$ cat config.mk
export PLATFORM = sky130hd
export DESIGN_NAME = bcd_dnctr
export DESIGN_NICKNAME = d
export VERILOG_FILES = /design/src/rtl/bcd_dnctr_pkg.sv /design/src/rtl/bcd_dn_digit.sv /design/src/rtl/bcd_dnctr.sv
export SDC_FILE = /design/constraint.sdc
export NUM_CORES = 1
export LEC_CHECK = 0
export ABC_CLOCK_PERIOD_IN_PS = 1600
export BUFFER_PORTS_ARGS = -buffer_cell sky130_fd_sc_hd__buf_4
export CORE_MARGIN = 1.5
export CORE_UTILIZATION = 39
export DETAILED_ROUTE_END_ITERATION = 12
export HOLD_SLACK_MARGIN = 0.05
export PLACE_DENSITY = 0.7
export SLEW_MARGIN = 15
export SYNTH_ARGS = -nofsm -noshare
export SYNTH_HDL_FRONTEND = slang
export SYNTH_SLANG_ARGS = --single-unit
$ cat constraint.sdc
create_clock -name clk -period 1.6 [get_ports clk]
set_input_delay 0 -clock clk [delete_from_list [all_inputs] [get_ports clk]]
set_output_delay 0 -clock clk [all_outputs]
set_load 0.1 [all_outputs]
$ cat src/rtl/bcd_dnctr_pkg.sv
// Shared BCD definitions for the down-counter slice.
//   BCD_W   : bits per BCD digit
//   BCD_MAX : largest legal digit value
//   bcd_clamp() : saturates a nibble to BCD_MAX
package bcd_dnctr_pkg;

  localparam int unsigned BCD_W   = 4;
  localparam logic [BCD_W-1:0] BCD_MAX = 4'd9;

  function automatic logic [BCD_W-1:0] bcd_clamp(input logic [BCD_W-1:0] n);
    return (n > BCD_MAX) ? BCD_MAX : n;
  endfunction

endpackage

$ cat src/rtl/bcd_dn_digit.sv
// One BCD down-counting digit.
//   clk     : clock, rising edge
//   rst     : synchronous active-high reset (q -> 0)
//   load    : capture d (takes priority over dec)
//   d       : value to load, assumed already in 0..9
//   dec     : decrement this cycle, wrapping 0 -> 9
//   q       : registered digit value
//   is_zero : combinational, 1 when q == 0
module bcd_dn_digit
  import bcd_dnctr_pkg::*;
(
  input  logic             clk,
  input  logic             rst,
  input  logic             load,
  input  logic [BCD_W-1:0] d,
  input  logic             dec,
  output logic [BCD_W-1:0] q,
  output logic             is_zero
);

  always_ff @(posedge clk) begin
    if (rst)
      q <= '0;
    else if (load)
      q <= d;
    else if (dec)
      q <= (q == '0) ? BCD_MAX : q - 1'b1;
  end

  assign is_zero = (q == '0);

endmodule

$ cat src/rtl/bcd_dnctr.sv
// Cascaded BCD down-counter with optional auto-reload.
//   DIGITS : number of BCD digits (1..4)
//   RELOAD : 1 = reload from the last loaded value on expiry, 0 = one-shot
//   clk    : clock, rising edge
//   rst    : synchronous active-high reset (count, reload value, tc -> 0)
//   load   : capture din (nibbles clamped to 9) into count and reload register
//   din    : BCD load value, digit 0 in bits [3:0]
//   en     : decrement request
//   q      : registered BCD count
//   zero   : combinational, 1 when q is all-zero
//   tc     : registered pulse, high while q shows the 0 reached by a decrement
module bcd_dnctr
  import bcd_dnctr_pkg::*;
#(
  parameter int unsigned DIGITS = 2,
  parameter int unsigned RELOAD = 0
) (
  input  logic                    clk,
  input  logic                    rst,
  input  logic                    load,
  input  logic [BCD_W*DIGITS-1:0] din,
  input  logic                    en,
  output logic [BCD_W*DIGITS-1:0] q,
  output logic                    zero,
  output logic                    tc
);

  localparam int unsigned W    = BCD_W * DIGITS;
  localparam bit          AUTO = (RELOAD != 0);

  logic [W-1:0]      din_c;
  logic [W-1:0]      rld;
  logic [W-1:0]      dig_d;
  logic [DIGITS-1:0] dig_zero;
  logic [DIGITS:0]   low_zero;
  logic              all_zero;
  logic              count_en;
  logic              reload_fire;
  logic              dig_load;

  always_comb begin
    din_c = '0;
    for (int unsigned k = 0; k < DIGITS; k++)
      din_c[k*BCD_W +: BCD_W] = bcd_clamp(din[k*BCD_W +: BCD_W]);
  end

  // low_zero[k] is set when every digit below k is zero; digit k borrows then.
  always_comb begin
    low_zero    = '0;
    low_zero[0] = 1'b1;
    for (int unsigned k = 0; k < DIGITS; k++)
      low_zero[k+1] = low_zero[k] & dig_zero[k];
  end

  assign all_zero    = low_zero[DIGITS];
  assign zero        = all_zero;
  assign count_en    = en & ~load & ~all_zero;
  assign reload_fire = AUTO & en & ~load & all_zero;
  assign dig_load    = load | reload_fire;
  assign dig_d       = load ? din_c : rld;

  always_ff @(posedge clk) begin
    if (rst)
      rld <= '0;
    else if (load)
      rld <= din_c;
  end

  // Only a decrement from exactly 1 produces tc; loads and reloads never do.
  always_ff @(posedge clk) begin
    if (rst)
      tc <= 1'b0;
    else
      tc <= count_en & (q == W'(1));
  end

  for (genvar k = 0; k < DIGITS; k++) begin : g_digit
    bcd_dn_digit u_digit (
      .clk     (clk),
      .rst     (rst),
      .load    (dig_load),
      .d       (dig_d[k*BCD_W +: BCD_W]),
      .dec     (count_en & low_zero[k]),
      .q       (q[k*BCD_W +: BCD_W]),
      .is_zero (dig_zero[k])
    );
  end

endmodule

== After elaboration in Yosys (flattened, before gate mapping) ==
Cells that the tools add are included.
Word-level totals
  word-level logic and storage cells: 27
  output and inout bits: 10
  input port bits: 12
  register bits: 9
Operators by class
  bitwise gates (word level): 7
  magnitude comparators: 2
  $add $sub $neg: 2
  reduce and logical (&&, ||, !) cells: 4
  multiplexer cells: 8
  equality and inequality tests: 1
Operators with widths (count)
  4-bit 2-to-1 mux: 8
  8-bit by 1-bit == test with 1-bit output (second input constant): 1
  4-bit greater-than comparator (second input constant): 2
  4-bit logical NOT: 2
  4-bit by 1-bit subtractor with 4-bit output (second input constant): 2
  1-bit bitwise AND: 5
  2-bit nonzero test: 2
  1-bit NOT: 2

== Logic depth before layout (Yosys ltp) ==
Gate-level depths: netlist of the first run.
  depth after elaboration: 7
  gate-level depth with buffers: 5
  depth with buffers taken out: 4

== Modules after synthesis ==
Synthesis of the first run repeated with hierarchy kept, for this count alone.
Second synthesis, totals
  cells, all modules: 97
  area total of the unflattened synthesis: 837.1 um2
By module, submodules not included
  bcd_dnctr: area an instance 419.2 um2, cells each 49, seq. area each 180.2 um2, times used 1
  bcd_dn_digit: area an instance 209.0 um2, cells each 24, seq. area each 80.1 um2, times used 2

== Worst setup path before layout of the first run ==
Ideal clock, no wire load.
  path type: reg-to-output
  start: reg g_digit[1].u_digit.q[1]
  end: out zero
  setup slack: -1389 ps
  path buffers: 0
  data required time: 1600 ps
  arrival time: 2989 ps
  stages on the path, launching flop included: 4
  cell sequence: dfxtp_1 or4_1 or3_1 nor2_1
Between the ends
  word-level cells in the longest chain between the ends: 2
Ends and longest elaborated chain
  start, declared: RTL line bcd_dn_digit.sv:17  | output logic [BCD_W-1:0] q,
  start signal, assigned: RTL line bcd_dn_digit.sv:27  | q <= (q == '0) ? BCD_MAX : q - 1'b1;
  4-bit logical NOT: RTL line bcd_dn_digit.sv:30  | assign is_zero = (q == '0);
  1-bit bitwise AND: RTL line bcd_dnctr.sv:52  | low_zero[k+1] = low_zero[k] & dig_zero[k];
  end, declared: RTL line bcd_dnctr.sv:24  | output logic zero,
No other way between the ends.

== Worst setup path in the final report of the first run ==
  start: reg g_digit[1].u_digit.q[2]
  end: out zero
Same word-level chain as after synthesis.

==> results.md, run 1 <==
Synth:
- Summed over its instances, the top area cell type makes up approximately 35% of the synthesized netlist area.
- The most frequent cell after synthesis is dfxtp_1.
- The mean instance size in the synthesized netlist is between 7 and 8 sq um.
- The prevailing post-synth register cell is dfxtp_1.
- Synthesis produced 64 cells.
- The async set-reset flop share out of synthesis is 0%.
- The number of distinct library cells after synthesis is 26.
- After synthesis the netlist holds a flip-flop and latch count of 9.
- By count the netlist is led by 9 x dfxtp_1, 6 x nor2_1.
- The count of flip-flops with a built-in enable after synthesis is 0.
- The total of warnings raised by yosys is 0.
- Synthesis produced a netlist with a net count of 76.
- The part of the Yosys area used for sequential elements is 35.4%.
- Summed over all instances, the cell type with the most area after synthesis is dfxtp_1.
- Ranked by total cell area, the synthesized netlist is headed by dfxtp_1 35%, nand2b_1 6.1%, a221oi_1 5.2%.
- The synthesized cell area is 509 sq um.

Setup path:
- The critical path launch point is g_digit[1].u_digit.q[2]$_SDFFE_PP0P_.
- The number of cell instances on the worst register-to-register path is 4.
- In this run the worst setup path terminates at zero.
- The worst setup path is launched from a flop.
- The maximum fanout count along the critical path is 3.
- The startpoint of the most critical register-to-register path is g_digit[0].u_digit.q[0]$_SDFFE_PP0P_.
- The flop-to-flop setup slack is 50 ps.
- The arrival time at the worst endpoint is between 1500 and 2000 ps.
- The worst register-to-register path ends at g_digit[1].u_digit.q[1]$_SDFFE_PP0P_.
- STA puts the critical path data required time at around 1600 ps.
- The worst setup path is of the reg -> out kind.
- The type of destination of the critical path is an output pin.

Route:
- The first detailed-routing pass ran for 5 iterations.
- The count of nets left with antenna violations once routing finished came out at 0.
- In the routed design, unresolved DRC markers number 0.
- Dividing the detail-routed wire length by the instance count gives about 13 um.
- The detailed router finished its first iteration with 29 violations.
- The average vias per placed instance is 5.34.
- The number of vias after detailed routing is 651.
- Summed over all layers, the routed wires come to 1.61 mm.

Floorplan:
- The die covers 1530 sq um.
- In this run the standard cell core region covers 1160 sq um.
- The die span in x is 39.1 um.
- The floorplan step set the die height to just under 40 um.
- The I/O pin total is 22.
- The initial utilization of the core area, before any placement, comes to roughly 44%.
- The floorplan has 12 rows.

Timing:
- The count of endpoints failing setup in the final report is 1.
- The final-report hold violation count came to 0.
- Across all setup checks in the final design, the least slack found is -192 ps.
- Across all hold checks on the routed design, the worst slack comes to around 80 ps.
- For the final routed database, the setup TNS stands at -192 ps.
- The clock arrives with 0.645 ps of skew.
- In this run the tightest slew margin relative to its limit is 81.1%.
- Setup repair after global routing could not meet its margin everywhere.
- The highest attainable clock frequency is approximately 560 MHz.
- At the pin with the least slew margin, the transition time is 285 ps.
- The final critical path takes up 112% of the cycle.
- The number of max-slew violations in the final report was 0.
- The worst path in the final design needs a cycle of approximately 1800 ps, including I/O delays and setup.

Placement:
- The number of placed cells counting well taps is 108.
- The total placed instance area is between 700 and 800 sq um.
- The number of port buffers is 21.
- The routability congestion estimate from global placement is slightly below 0.9.
- The post-place setup slack is -4.38 ps.
- Detailed placement finished with a half-perimeter wire length of 1.07 mm.

Cells and area:
- The fraction of final layout cells with drive strength greater than 1 is 49.1%.
- The final standard cell area without fillers is about 970 sq um.
- The net count of the finished layout is between 100 and 150.
- After the flow finishes, the layout carries non-filler instances totaling 122.
- The area growth from synthesis to final layout is 90.2%.
- The number of antenna diodes in the final layout is 0.

Power and ir drop:
- The total power per unit cell area is 836 nW/um^2.
- The clock network fraction of total power is between 20% and 30%.
- The cell leakage power is 0.423 nW.
- The combinational power share is 47.1%.
- The net switching power is 329 uW.
- The maximum vdd drop is 522 uV.
- The sequential share of power is 30.4%.
- The internal power of the cells totals ~480 uW.
- The share of total power consumed by net switching is ~41%.

Status:
- The flow ran to the end, but the final reports show violations.
- The checks that failed: setup timing.

Clocking:
- Once the clock tree was built, the setup fixing pass inserted 0 buffers.
- The clock tree from TritonCTS is done.
- The longest clock path from root to sink contains 2 buffers.
- The clock transition at the register clock pins on the worst setup and hold paths after CTS is 60 ps.
- The root cell of the clock tree is clkbuf_4.
- The number of clock buffers inserted by TritonCTS is 3.
- The clock network latency to the later pin of the worst-skew pair is around 270 ps.
- The number of H-tree branching levels is 1.
- The number of clock sinks seen by CTS is 9.

Global route:
- The initial antenna violation count is 0.
- The number of global-route vias before repair came to slightly below 600.
- Entering global routing, the biggest net connects 14 pins.
- The total grt overflow is 0.
- The first-pass GRT wire length is about 2.5 mm.
- The overall fraction of global-route tracks in use is between 20% and 30%.

Hold path:
- The path type of the worst min-delay path is in -> reg.
- The startpoint identified for the worst hold timing path is din[0].

Run:
- The number of max-cap violations is 0.
cell type report:
cell class                      instances  area [sq um]
Multi-Input combinational cell         49           347
Sequential cell                         9           203
Timing Repair Buffer                   43           364
Fill cell                              69           188
Inverter                                3          11.3
Clock buffer                            4          26.3
Tap cell                               14          17.5
flip-flops by register name (all words and copies together), names as in the netlist:
| name | count |
|---|---|
| g_digit.u_digit.q | 8 |
| tc | 1 |
placed cells by master, fill, tap and decap left out, types with 2 or more instances in the layout:
master | Yosys | layout
nand2b_1 | 5 | 5
a221oi_1 | 3 | 3
inv_1 | 3 | 3
nor4b_1 | 2 | 2
buf_4 | 0 | 31
o21ai_0 | 5 | 5
nor2_1 | 6 | 5
dlygate4sd3_1 | 0 | 10
dfxtp_2 | 0 | 3
a21oi_1 | 5 | 5
nand3_1 | 3 | 3
nand2_1 | 5 | 5
clkbuf_4 | 0 | 3
or3_4 | 1 | 2
dfxtp_4 | 0 | 5
cells by family (layout without fill, tap and decap cells):
group / count (synthesis) / in the layout / synth area share (%)
simple gates: 29 / 29 / 32.2
compound gates: 20 / 20 / 26.5
flops: 9 / 9 / 35.4
buf+inv: 6 / 50 / 5.90
critical path, cell delays in order, from the launching register on:
cell     delay, ps
dfxtp_4        340
or4_4          530
or3_4          370
nor2_4         110
buf_12         180
metrics by stage:
| stage | util, % | power [mW] |
|---|---|---|
| after detailed placement | 68.7 | 0.585 |
| after floorplan | - | 0.484 |
| after CTS | 81.8 | 0.799 |
| after global placement | 68.7 | 0.584 |
| final | 83.8 | 0.809 |
| after global routing | 83.8 | 0.845 |
routing by layer:
layer  wire length, um  track usage [%]  part of all wire, %
met1               694             30.8                   43
met2               753             40.4                   47
met3               128             5.20                  8.0
met4                27             12.9                  1.7
met5                 0                0                    0
power by group through the flow:
stage	sequential (mW)	combinational (mW)	clock, mW
final	0.246	0.381	0.182
after global routing	0.247	0.401	0.197
after CTS	0.245	0.371	0.183
after detailed placement	0.250	0.335	0
after global placement	0.250	0.334	0
after floorplan	0.366	0.117	0
timing repair:
action                                  in CTS  in global routing
gates resized for setup                      6                  4
hold buffers                                10                  0
endpoints found under the setup margin       2                  4
endpoints found under the hold margin        8                  0
pin swaps                                    1                  1
worst min path at each step:
stage | cells past startpoint | to
final | 3 | g_digit[0].u_digit.q[0]$_SDFFE_PP0P_
after global placement | 2 | g_digit[1].u_digit.q[3]$_SDFFE_PP0P_
after CTS | 3 | g_digit[0].u_digit.q[0]$_SDFFE_PP0P_
after global routing | 3 | g_digit[0].u_digit.q[0]$_SDFFE_PP0P_
after floorplan | 2 | g_digit[1].u_digit.q[1]$_SDFFE_PP0P_
after detailed placement | 3 | g_digit[1].u_digit.q[1]$_SDFFE_PP0P_
(Power assumes the default switching activity.)
==> inputs of run 2 (changes only) <==
--- a/config.mk
+++ b/config.mk
@@ -7,12 +7,14 @@
 export LEC_CHECK = 0
 export ABC_CLOCK_PERIOD_IN_PS = 1600
 export BUFFER_PORTS_ARGS = -buffer_cell sky130_fd_sc_hd__buf_4
+export CAP_MARGIN = 40
 export CORE_MARGIN = 1.5
 export CORE_UTILIZATION = 39
 export DETAILED_ROUTE_END_ITERATION = 12
 export HOLD_SLACK_MARGIN = 0.05
 export PLACE_DENSITY = 0.7
-export SLEW_MARGIN = 15
+export REMOVE_ABC_BUFFERS = 1
+export SLEW_MARGIN = 20
 export SYNTH_ARGS = -nofsm -noshare
 export SYNTH_HDL_FRONTEND = slang
 export SYNTH_SLANG_ARGS = --single-unit
==> run 2 against run 1 <==
The flow still finishes with violations (setup timing). Clock power is 3% higher. Setup slack got worse by 47 ps. Total power increased by 3.8%. Via count up 4.1%. Hold slack improved by 9.9 ps. Die area unchanged. Sequential share of layout area shrank 2.5 points. Cell count increased by 3.3%. Critical path depth did not move. Clock-buffer cell count shrank 1. Sequential cell count is the same. First-iteration DRC count shrank 45%. Critical endpoint unchanged. Largest power group unchanged. Highest routed layer unchanged.
==> results.md, run 2 (synthesized netlist as in run 1, its figures left out) <==
Timing:
- The final-report hold violation count is 0.
- At the pin with the least slew margin, the transition time is between 200 and 300 ps.
- Setup repair after global routing could not meet its margin everywhere.
- The number of max-slew violations in the final report came to 0.
- Across all setup checks in the final design, the least slack found is -239 ps.
- The part of the cycle the worst path needs is 115%.
- For the finished layout, the period the worst path requires is 1840 ps.
- The count of endpoints failing setup in the final report is 2.
- The worst-case clock skew is 2.76 ps.
- The headroom to the max-slew limit is 81.4%.
- Derived from the worst setup path, the maximum achievable clock frequency is 544 MHz.

Clocking:
- In this run, CTS created clock tree buffers numbering 3.
- The maximum count of clock buffers along a single path is 2.
- The root cell of the clock tree is clkbuf_4.
- The number of clock sinks seen by CTS is 9.
- The number of H-tree branching levels is 1.
- The clock tree from TritonCTS is done.
- The clock network latency to the later pin of the worst-skew pair is 270 ps.
- The clock transition at the register clock pins on the worst setup and hold paths after CTS is 70 ps.

Floorplan:
- The initial utilization of the core area, before any placement, comes to 44.0%.
- The floorplan has 12 rows.
- The die extent in y is 39.1 um.
- The floorplan step set the die width to ~40 um.
- The floorplan step defined a core boundary enclosing 1160 sq um.
- The floorplan step defined a die boundary enclosing 1530 sq um.
- Pin placement for this block handled 22 I/O pins.

Global route:
- The initial antenna violation count is 0.
- Global routing finished with a remaining overflow of 0.
- The number of global-route vias before repair is 618.
- The first global-routing pass estimated between 2 and 3 mm of wire.
- The overall fraction of global-route tracks in use is 27.6%.
- Entering global routing, the biggest net connects 14 pins.

Cells and area:
- g_digit.u_digit.q holds more flip-flops than any other register.
- Leaving out filler cells and counting taps, the final layout contains 126.
- In the final layout, flip-flops and latches occupy 180 sq um.
- In the layout the commonest cells are 35 x buf_4, 11 x dlygate4sd3_1, 9 x dfxtp_1.
- The register with the most flip-flops in the layout has 8 of them.
- The area of the multi-input gates is 349 sq um.
- The layout has 72 filler cells.
- The library cell used most frequently in the layout, excluding fill and tap cells, is buf_4.
- The antenna diode count is 0.
- The area growth from synthesis to final layout is 92.1%.
- In the final layout, the share of cells above drive strength 1 is 43.8%.
- The final standard cell area without fillers is 978 sq um.
- After the last flow step, the layout net total stands at 125.
- The largest registers in the layout are g_digit.u_digit.q (8), tc (1).
- Cells fill 84.6% of the core in the end.

Power and ir drop:
- The sequential share of power is 29.4%.
- The maximum vdd drop is 568 uV.
- The internal power of the cells totals 492 uW.
- In this run the static leakage power is 0.437 nW.
- The share of total power dissipated in combinational logic is 48.3%.
- The share of total power consumed by net switching is 41.4%.
- The clock network fraction of total power is 22.3%.
- The total power per unit cell area is 858 nW/um^2.
- The net switching power is about 350 uW.

Route:
- The remaining antenna violation count is 0.
- In the routed design, unresolved DRC markers number 0.
- The number of DRC violations after detailed-routing iteration 0 is 16.
- The detailed-route wire length per cell is 14.2 um.
- After detailed routing, the number of vias per cell comes to 5.38.
- For this run, the detailed router's first-pass iteration total came to 4.
- The routed design has 1.79 mm of wire.
- The number of vias after detailed routing is 678.

Setup path:
- In this run the worst path has a maximum fanout of 2.
- The type of destination of the critical path is an output pin.
- The classification of the worst setup path is reg -> out.
- For this design, the slowest cell found on the critical path is or4_4.
- The signal on the critical path passes through or4_4 > or3_4 > nor2_4 > buf_12.
- The biggest cell delay along the critical path is 540 ps.
- The critical path required time is 1600 ps.
- At the worst endpoint, the arrival time is 1840 ps.
- The critical path startpoint category is a flop.

Placement:
- Counting tap cells, the placed design contains a total of 110 instances.
- In this run the tool buffered the top-level ports with 21 buffer cells.
- Before CTS, the worst setup slack after placement is -61.8 ps.
- The total placed instance area is between 700 and 800 sq um.
- The HPWL after detailed placement is 1.04 mm.
- Routability-driven placement finished with a final weighted congestion of 0.815.

Run:
- Across the run, the number of max-cap violations was 0.

Status:
- The flow ran to the end, but the final reports show violations.
- The checks that failed: setup timing.

Hold path:
- The path type of the worst min-delay path is in -> reg.
## run 2: power by group through the flow
| stage | sequential (mW) | clock [mW] | combinational (mW) |
|---|---|---|---|
| finish | 0.247 | 0.187 | 0.406 |
| global route | 0.248 | 0.204 | 0.425 |
| CTS | 0.246 | 0.190 | 0.383 |
| detailed placement | 0.251 | 0 | 0.329 |
| global placement | 0.250 | 0 | 0.328 |
| floorplan | 0.364 | 0 | 0.0948 |
## run 2: final timing paths
check / endpoint / from / depth (start not counted) / slack (ps)
min: g_digit[0].u_digit.q[0]$_SDFFE_PP0P_ / din[0] / 3 / 90
min reg2reg: tc$_SDFF_PP0_ / g_digit[0].u_digit.q[0]$_SDFFE_PP0P_ / 3 / 610
max reg2reg: g_digit[0].u_digit.q[0]$_SDFFE_PP0P_ / g_digit[1].u_digit.q[3]$_SDFFE_PP0P_ / 5 / -70
max: zero / g_digit[1].u_digit.q[3]$_SDFFE_PP0P_ / 4 / -240
## run 2: layer usage
| metal | global-route usage [%] | routed length, um |
|---|---|---|
| met1 | 33.7 | 861 |
| met2 | 44.6 | 820 |
| met3 | 8.67 | 87 |
| met4 | 10.3 | 20 |
| met5 | 0 | 0 |
## run 2: timing repair
item / CTS / global route
endpoints found under the hold margin: 8 / 0
pin swaps: 1 / 3
buffers inserted: 0 / 1
gates resized for setup: 10 / 4
endpoints found under the setup margin: 4 / 5
hold buffers: 11 / 0
## run 2: stage by stage
stage	power (mW)	hold slack (ps)	TNS, ps
6_report	0.840	89.2	-312
5_1_grt	0.877	99.3	-452
4_1_cts	0.819	87.8	-283
3_5_place_dp	0.580	233	-94.7
3_3_place_gp	0.579	235	-63.8
2_1_floorplan	0.459	69.1	-4320
## run 2: worst max-delay path, delay by kind of cell, from the launching register on
| kind | cells | cell delay, ps |
|---|---|---|
| flops | 1 | 310 |
| buf+inv | 1 | 180 |
| simple gates | 3 | 1070 |
## run 2: final cells by class
type                            instances  share of cell area (%)
Clock buffer                            3                    2.30
Clock inverter                          1                   0.512
Inverter                                3                    1.15
Multi-Input combinational cell         49                    35.7
Sequential cell                         9                    18.4
Tap cell                               14                    1.79
Timing Repair Buffer                   47                    40.2
==> inputs of run 3 (changes only) <==
--- a/config.mk
+++ b/config.mk
@@ -14,6 +14,7 @@
 export HOLD_SLACK_MARGIN = 0.05
 export PLACE_DENSITY = 0.7
 export REMOVE_ABC_BUFFERS = 1
+export SKIP_CTS_REPAIR_TIMING = 1
 export SLEW_MARGIN = 20
 export SYNTH_ARGS = -nofsm -noshare
 export SYNTH_HDL_FRONTEND = slang
==> run 3 against run 2 <==
Combinational power increased by 1%. Clock power decreased by 3%. Largest cell class unchanged. Die area is the same. Register-to-register slack better by 20 ps. Global-route usage down 4.8 points. Total power decreased by 0.12%. Sequential share of layout area increased by 0.071 points. Critical endpoint unchanged. First-iteration DRC count is 110% higher. Critical path depth unchanged. Cell count shrank 0.79%. The flow still finishes with violations (setup timing). Fmax decreased by 0.72%.
==> results.md, run 3 (synthesized netlist as in run 1, its figures left out) <==
Cells and area:
- In the final layout, the multi-input gates occupy 355 sq um.
- The register with the most flip-flops is g_digit.u_digit.q.
- In the final layout, the registers with the most flip-flops are g_digit.u_digit.q (8), tc (1).
- The register with the most flip-flops in the layout has 8 of them.
- 0 antenna diodes ended up in the layout.
- In the layout the commonest cells are 35 x buf_4, 10 x dlygate4sd3_1, 9 x dfxtp_1.
- Leaving out fill and tap cells, the most frequent cell in the layout is buf_4.
- The total area of sequential cells is approximately 180 sq um.
- The number of nets at the end of the flow is 124.
- The area growth from synthesis to final layout is 91.4%.
- The count of fill cells added during filler insertion is 77.
- In the final layout, the share of cells above drive strength 1 is between 40% and 50%.
- The utilization of the core after routing is 84.3%.

Setup path:
- The classification of the worst setup path is reg -> out.
- The critical path startpoint category is a flop.
- The worst setup path is captured at an output pin.
- The arrival time at the worst endpoint is about 1900 ps.
- The critical path required time is 1600 ps.
- The maximum fanout count along the critical path is 2.

Global route:
- The total grt overflow is 0.
- For this run, the total global-route usage over all layers was measured as 22.9%.
- The first global-routing pass estimated 2.29 mm of wire.
- The number of global-route vias before repair is 556.
- Entering global routing, the biggest net connects 14 pins.
- The initial antenna violation count is 0.

Status:
- The final reports fail on setup timing.
- The run finished, with violations left.

Clocking:
- The clock tree from TritonCTS is done.
- The number of H-tree branching levels is 1.
- The number of clock buffers inserted by TritonCTS is 3.
- The root cell of the clock tree is clkbuf_4.
- The longest clock path from root to sink contains 2 buffers.
- The clock network latency to the later pin of the worst-skew pair is 270 ps.
- The tree built by TritonCTS fans out to 9 sinks.
- The clock transition at the register clock pins on the worst setup and hold paths after CTS is 70 ps.

Placement:
- The post-DP HPWL is 1.04 mm.
- The routability congestion estimate from global placement is 0.815.
- The number of port buffers is 21.

Floorplan:
- The die span in x is 39.1 um.
- The die extent in y is 39.1 um.
- After floorplanning, the core was divided into 12 placement rows.
- Once the floorplan was initialized, standard cells occupied 44.0% of the core.
- The region available for standard cell placement spans between 1000 and 1500 sq um.
- During I/O placement, the number of pins put on the boundary was 22.
- The die covers 1530 sq um.

Timing:
- Timing would allow up to 540 MHz.
- Once routing completed, OpenROAD measured the worst setup slack at -253 ps.
- After layout, the worst path uses 116% of the clock period.
- Clock skew on the completed layout was measured at 7.50 ps.
- Setup violations remaining at the end of the flow were counted as 2.
- At the pin with the least slew margin, the transition time is ~260 ps.
- The number of max-slew violations in the final report came to 0.
- The final-report hold violation count is 0.
- Setup repair after global routing could not meet its margin everywhere.
- The worst pin sits at a relative slew slack of 82.1%.
- The shortest clock period the worst path allows after layout is around 1900 ps.

Power and ir drop:
- Dividing total power by cell area gives a power density of 860 nW/um^2.
- The maximum vdd drop is between 500 and 600 uV.
- Summing internal, switching and leakage power gives 839 uW.
- The cell leakage power is 0.443 nW.

Route:
- Before antenna repair, the detailed router went through 4 iterations.
- The number of vias after detailed routing is 659.
- After detailed routing, the number of vias per cell comes to 5.27.
- After the first detailed-routing iteration, the DRC count stood at 34.
- After detailed routing, the average wire length per cell comes to 13.7 um.
- The residual DRC count is 0.
- The final routed wirelength across all metal layers is 1.72 mm.
- The remaining antenna violation count is 0.

Run:
- Across the run, the number of max-cap violations was 0.

Hold path:
- In this run the worst hold path is classified as in -> reg.
## run 3: routing by layer
layer	track usage, %	routed length [um]	vias up
li1	-	-	333
met1	27.1	838	302
met2	35.8	769	24
met3	8.67	108	0
met4	10.3	0	0
met5	0	0	-
## run 3: final timing paths
check                                                          start                                    to  slack, ps  cells after the start
worst max-delay path            g_digit[1].u_digit.q[3]$_SDFFE_PP0P_                                  zero       -250                      4
worst min-delay path                                          din[0]  g_digit[0].u_digit.q[0]$_SDFFE_PP0P_        110                      3
worst max register to register  g_digit[1].u_digit.q[3]$_SDFFE_PP0P_  g_digit[0].u_digit.q[0]$_SDFFE_PP0P_        -50                      5
worst min register to register  g_digit[0].u_digit.q[0]$_SDFFE_PP0P_                         tc$_SDFF_PP0_        610                      3
## run 3: area by class of cell
cell class                 instances  share of cell area (%)
clock buffer                       3                    2.31
inverter                           3                    1.16
sequential                         9                    18.5
clock inverter                     1                   0.513
timing repair buffer              46                    39.3
multi-input combinational         49                    36.5
tap                               14                    1.80
## run 3: worst max-delay path: stages (launching register included)
cell and delay (ps):
dfxtp_1 310, or4_4 540, or3_4 420, nor2_4 140, buf_12 180
## run 3: through the flow
step	setup slack (ps)	hold slack (ps)	instance area (sq um)	TNS [ps]	instances
finish	-253	105	975	-304	125
global route	-296	106	975	-430	125
CTS	-328	-56.4	798	-425	114
detailed placement	-61.8	233	771	-94.7	110
global placement	-46.9	235	771	-63.8	110
floorplan	-1390	69.1	490	-4320	61
## run 3: power by group
group | internal [mW] | switching, mW | total, mW
registers | 0.239 | 0.00787 | 0.247
logic | 0.164 | 0.248 | 0.411
clock network | 0.0925 | 0.0883 | 0.181
total | 0.495 | 0.344 | 0.839
